`src/rtl/dwell_timer.sv`:
```
// Dwell counter for the lights checker.
// Counts consecutive cycles in the same phase. load_i sets the count to 1,
// inc_i increments it (saturating at MAX_DWELL+1), clr_i zeroes it.
// Ports:
//   clk, rst_n  - clock, asynchronous active-low reset
//   clr_i       - clear count to 0 (highest priority)
//   load_i      - load count with 1 (start of a new phase)
//   inc_i       - phase held for another cycle
//   timeout_o   - combinational pulse: this increment is the first to exceed MAX_DWELL
module dwell_timer #(
  parameter int MAX_DWELL = 16
) (
  input  logic clk,
  input  logic rst_n,
  input  logic clr_i,
  input  logic load_i,
  input  logic inc_i,
  output logic timeout_o
);

  localparam int W = $clog2(MAX_DWELL + 2);
  localparam logic [W-1:0] LIMIT = W'(MAX_DWELL);
  localparam logic [W-1:0] SAT   = W'(MAX_DWELL + 1);

  logic [W-1:0] count_q, count_d;

  always_comb begin
    count_d   = count_q;
    timeout_o = 1'b0;
    if (clr_i) begin
      count_d = '0;
    end else if (load_i) begin
      count_d = W'(1);
    end else if (inc_i) begin
      if (count_q != SAT) begin
        count_d = count_q + W'(1);
      end
      // Only the step from LIMIT to LIMIT+1 pulses; once saturated, silence.
      if (count_q == LIMIT) begin
        timeout_o = 1'b1;
      end
    end
  end

  always_ff @(posedge clk or negedge rst_n) begin
    if (!rst_n) begin
      count_q <= '0;
    end else begin
      count_q <= count_d;
    end
  end

endmodule

```
`config.mk`:
```
export PLATFORM = sky130hd
export DESIGN_NAME = dwell_timer
export DESIGN_NICKNAME = d
export VERILOG_FILES = /design/src/rtl/dwell_timer.sv
export SDC_FILE = /design/constraint.sdc
export NUM_CORES = 1
export LEC_CHECK = 0
export ABC_AREA = 1
export CAP_MARGIN = 20
export CELL_PAD_IN_SITES_DETAIL_PLACEMENT = 0
export CELL_PAD_IN_SITES_GLOBAL_PLACEMENT = 1
export CORE_AREA = 2 2 39 41
export DETAILED_ROUTE_END_ITERATION = 6
export DIE_AREA = 0 0 41 43
export PLACE_DENSITY = 0.59
export SLEW_MARGIN = 20
export SYNTH_ARGS = -nofsm -noshare
export SYNTH_HDL_FRONTEND = slang
export SYNTH_SLANG_ARGS = --single-unit
```
`constraint.sdc`:
```
create_clock -name clk -period 1.5 [get_ports clk]
set_clock_uncertainty 0.2 [all_clocks]
set_input_delay 0.3 -clock clk [delete_from_list [all_inputs] [get_ports clk]]
set_output_delay 0.3 -clock clk [all_outputs]
set_load 0.03 [all_outputs]
```
After elaboration in Yosys (flattened, before gate mapping)
Index checks and enable logic that the tools add are counted.

Register bits: 5. Input port bits: 5. Output and inout bits: 1. Word-level logic and storage cells: 15.

Add/subtract/negate cells: 1. Equality and inequality tests: 2. Multiplexer cells: 8. Reductions and logical operators: 3.

Operators by type and width (number): 5-bit 2-to-1 mux (4); 3-bit nonzero test (2); 5-bit by 1-bit adder with 5-bit output, second input constant (1); 5-bit == test, second input constant (1); 5-bit inequality test, second input constant (1); 1-bit 2-to-1 mux (4); 2-bit AND reduction (1).

Longest topological paths before layout
Depth after elaboration: 5. Depth in mapped cells: 9. Depth with buffers taken out: 9.

Least setup slack after synthesis
OpenSTA, ideal clock, no wires.

Path kind: reg-to-output. Start point: register count_q[0]. End point: output port timeout_o. Arrival: 1357 ps. Data required time: 1000 ps. Slack: -357 ps. Stages on the path, launching flop included: 5. Buffers on the path: 0. Cells stage by stage: dfrtp_1 > inv_1 > ha_1 > nand4_1 > nor3_1.

Word-level cells in the longest chain between the ends: 5.

RTL lines: start: declaration (RTL line 25) `logic [W-1:0] count_q, count_d;`; start signal: assignment (RTL line 49) `count_q <= count_d;`; 5-bit == test (RTL line 39) `if (count_q == LIMIT) begin`; 1-bit 2-to-1 mux (RTL line 39); 1-bit 2-to-1 mux (RTL line 34) `end else if (inc_i) begin`; 1-bit 2-to-1 mux (RTL line 32) `end else if (load_i) begin`; 1-bit 2-to-1 mux (RTL line 30) `if (clr_i) begin`; end: declaration (RTL line 18) `output logic timeout_o`.

Every way passes these cells.

Worst setup path after layout
Ends and elaborated chain as after synthesis.

==> impl_metrics.ini <==
[finish]
top_regs = count_q x5
diodes = 0
largest_reg_flops = 5
finalNonFillerCells = 81
drive_above_1_share_pct = 43.1
utilization_pct = 40.4
syn_to_final_growth_pct = 64.3
fin_area_um2 = 559
finalNetCount = 74
largest-register = count_q

[critical_path]
arrival_ps = 1260
slowest_delay_ps = 380
r2r-start = count_q[1]$_DFFE_PN0P_
path_depth = 5
r2r_end = count_q[0]$_DFFE_PN0P_
critPathLaunchType = register
critPathSlowestCell = dfrtp_1
crit_family = flip-flops
critPathLaunch = count_q[0]$_DFFE_PN0P_
cp-endpoint = timeout_o
r2r_setup_slack_ps = -10
crit_chain = inv_2 > ha_1 > nand4_1 > nor3_4 > buf_6
crit_fanout = 2
cp_num_buf_inv = 2
cp.required_ps = 1000
critPathKind = reg2out
worstRegToRegCells = 10
end_kind = output pin

[timing]
fin_tns_setup_ps = -275
setup_viol = 3
fin_crit_ps = 1760
finalHoldViolCount = 0
layout_setup_ws_ps = -258
worst_pin_slew_ps = 256
finalCritPeriodShare_pct = 117
slew_headroom_pct = 82.9
drv_slew = 0
rsz0062_at_grt = yes
fmax_ghz = 0.569

[yosys]
synthCells = 44
synth_fp_nets = 52
synth-simple-area-share_pct = 33.5
yosys-top-cells-area = dfrtp_1 37%, ha_1 11%, nand2_1 9.9%
synth_xor_area_share_pct = 2.57
synth_mux_area_share_pct = 0
synth_area_um2 = 340
synth_cell_types = 16
ys_warn_count = 0
synth_compound_area_share_pct = 8.46
yosysTopAreaCellShare_pct = 36.8
ys_ff_latch = 5
syn_avg_cell_area_um2 = 7.73
synth.yosys.seq_area_share_pct = 36.8
synth_top_family_by_area = simple AND/OR/NAND/NOR gates
synth.largest_area_cell = dfrtp_1
synthAdderAreaFrac_pct = 11.0

[power_and_ir_drop]
ir_drop_mv = 0.483
switchingPower_uw = 93.0
power_density_nw_per_um2 = 668
power.internal_uw = 281
p_sw_share_pct = 24.9
clkPwrFrac_pct = 41.7
p_comb_share_pct = 19.9
p_leak_uw = 0.000278
seqPwrFrac_pct = 38.4

[detailed_routing]
avgViaCountPerCell = 4.38
ant_nets = 0
drt-total-wl_um = 764
drt-wirelength-per-cell_um = 9.43
first_pass_iters = 3
top_layer_used = met3
vias = 355
routed-wl-met3_um = 54
met2_length_um = 357
drt_iter0_markers = 1
wl_met1_um = 352
drc = 0

[placed_design]
pre_cts_ws_ps = -252
io_buffer_count = 5
post-place-cells = 76
placed_area_um2 = 502
place.detailed.hpwl_um = 600
place_congestion = 0.671

[grt]
gr-total-overflow = 0
grt_pass1_wl_um = 1300
grt_pass1_vias = 345
grt_use_total_pct = 11.7
grt_max_degree = 7
grt_antenna_before_repair = 0

[cts]
clockBufferDepth = 2
cts_sinks = 5
clkTransAtPathRegs_ps = 40
h-tree-depth = 1
cts_tree = done
cts_buffers = 3
holdBufCountCts = 0
clk_latency_ps = 240
cts_root_buffer = clkbuf_4

[run]
cap_viol_max_count = 0

[die]
die_x_um = 41
ios = 6
start_util_pct = 24.6
rows = 14
die_y_um = 43
die-area_um2 = 1760
coreArea_um2 = 1380

[run_status]
status = finished, violations left
violations = setup timing

[worst_hold_path]
holdCritPathClass = in2async
[how the worst min path moves through the flow]
| stage | start | endpoint | slack [ps] | cells past startpoint |
|---|---|---|---|---|
| 4_1_cts | rst_n | count_q[3]$_DFFE_PN0P_ | 70 | 1 |
| 2_1_floorplan | rst_n | count_q[0]$_DFFE_PN0P_ | -200 | 0 |
| 3_5_place_dp | rst_n | count_q[3]$_DFFE_PN0P_ | 340 | 1 |
| 5_1_grt | rst_n | count_q[4]$_DFFE_PN0P_ | 100 | 1 |
| 6_report | rst_n | count_q[3]$_DFFE_PN0P_ | 80 | 1 |
| 3_3_place_gp | rst_n | count_q[3]$_DFFE_PN0P_ | 340 | 1 |
[per-layer routing]
layer	GRT usage, %	up-vias
li1	-	184
met1	13.6	163
met2	16.6	8
met3	9.42	0
met4	2.00	0
met5	0	-
[Yosys cell counts]
library cell	count
dfrtp_1	5
ha_1	3
inv_1	6
inv_2	1
nand2_1	9
nand3_1	3
nand4_1	3
nor2_1	3
nor2_2	2
nor2_4	1
nor3_1	1
o21ai_0	1
o21ai_1	3
o21ai_2	1
or2_2	1
xor2_1	1
[power groups by stage]
stage	registers [µW]	clock network [µW]	logic [µW]
after floorplan	146	0	21.3
after global placement	144	0	70.5
after detailed placement	144	0	69.4
after CTS	143	165	72.1
after global routing	144	175	84.0
final	143	156	74.3
[final cells by class]
type | count | area (µm²)
well taps | 16 | 20.0
fillers | 152 | 825
flip-flops and latches | 5 | 125
multi-input cells | 32 | 215
inverters | 7 | 26.3
repair buffers | 17 | 146
clock buffers | 4 | 26.3
[logic make-up after synthesis]
group                    count (synthesis)
adder cells (fa/ha/maj)                  3
AND/OR/NAND/NOR                         23
AO/OA/AOI/OAI                            5
flip-flops                               5
buffers and inverters                    7
XOR/XNOR                                 1
[per-stage QoR]
stage / power [µW] / hold slack (ps)
finish: 374 / 76.5
global route: 403 / 97.0
CTS: 380 / 74.5
detailed placement: 214 / 338
global placement: 215 / 343
floorplan: 168 / -196
[what timing repair did]
action	in CTS	in global routing
cloned	0	0
endpoints found under the setup margin	2	4
setup buffers	0	1
resized for setup	4	5
pin swaps	1	3
[layout by cell type, fill, tap and decap left out]
cell             instances
or2_2                    1
buf_4                   12
o21ai_0                  1
clkbuf_4                 3
nand3_1                  2
ha_1                     2
nor3_4                   1
inv_2                    4
buf_6                    1
o21ai_1                  3
dfrtp_1                  5
dlymetal6s2s_1           2
inv_1                    3
nand2_1                  9
ha_2                     1
nor2_1                   3
clkbuf_1                 1
clkdlybuf4s50_1          2
nand4_1                  3
nand3_2                  1
nor2_2                   2
xor2_1                   1
nor2_4                   1
o21ai_4                  1
Power figures use the tool's default switching activity.
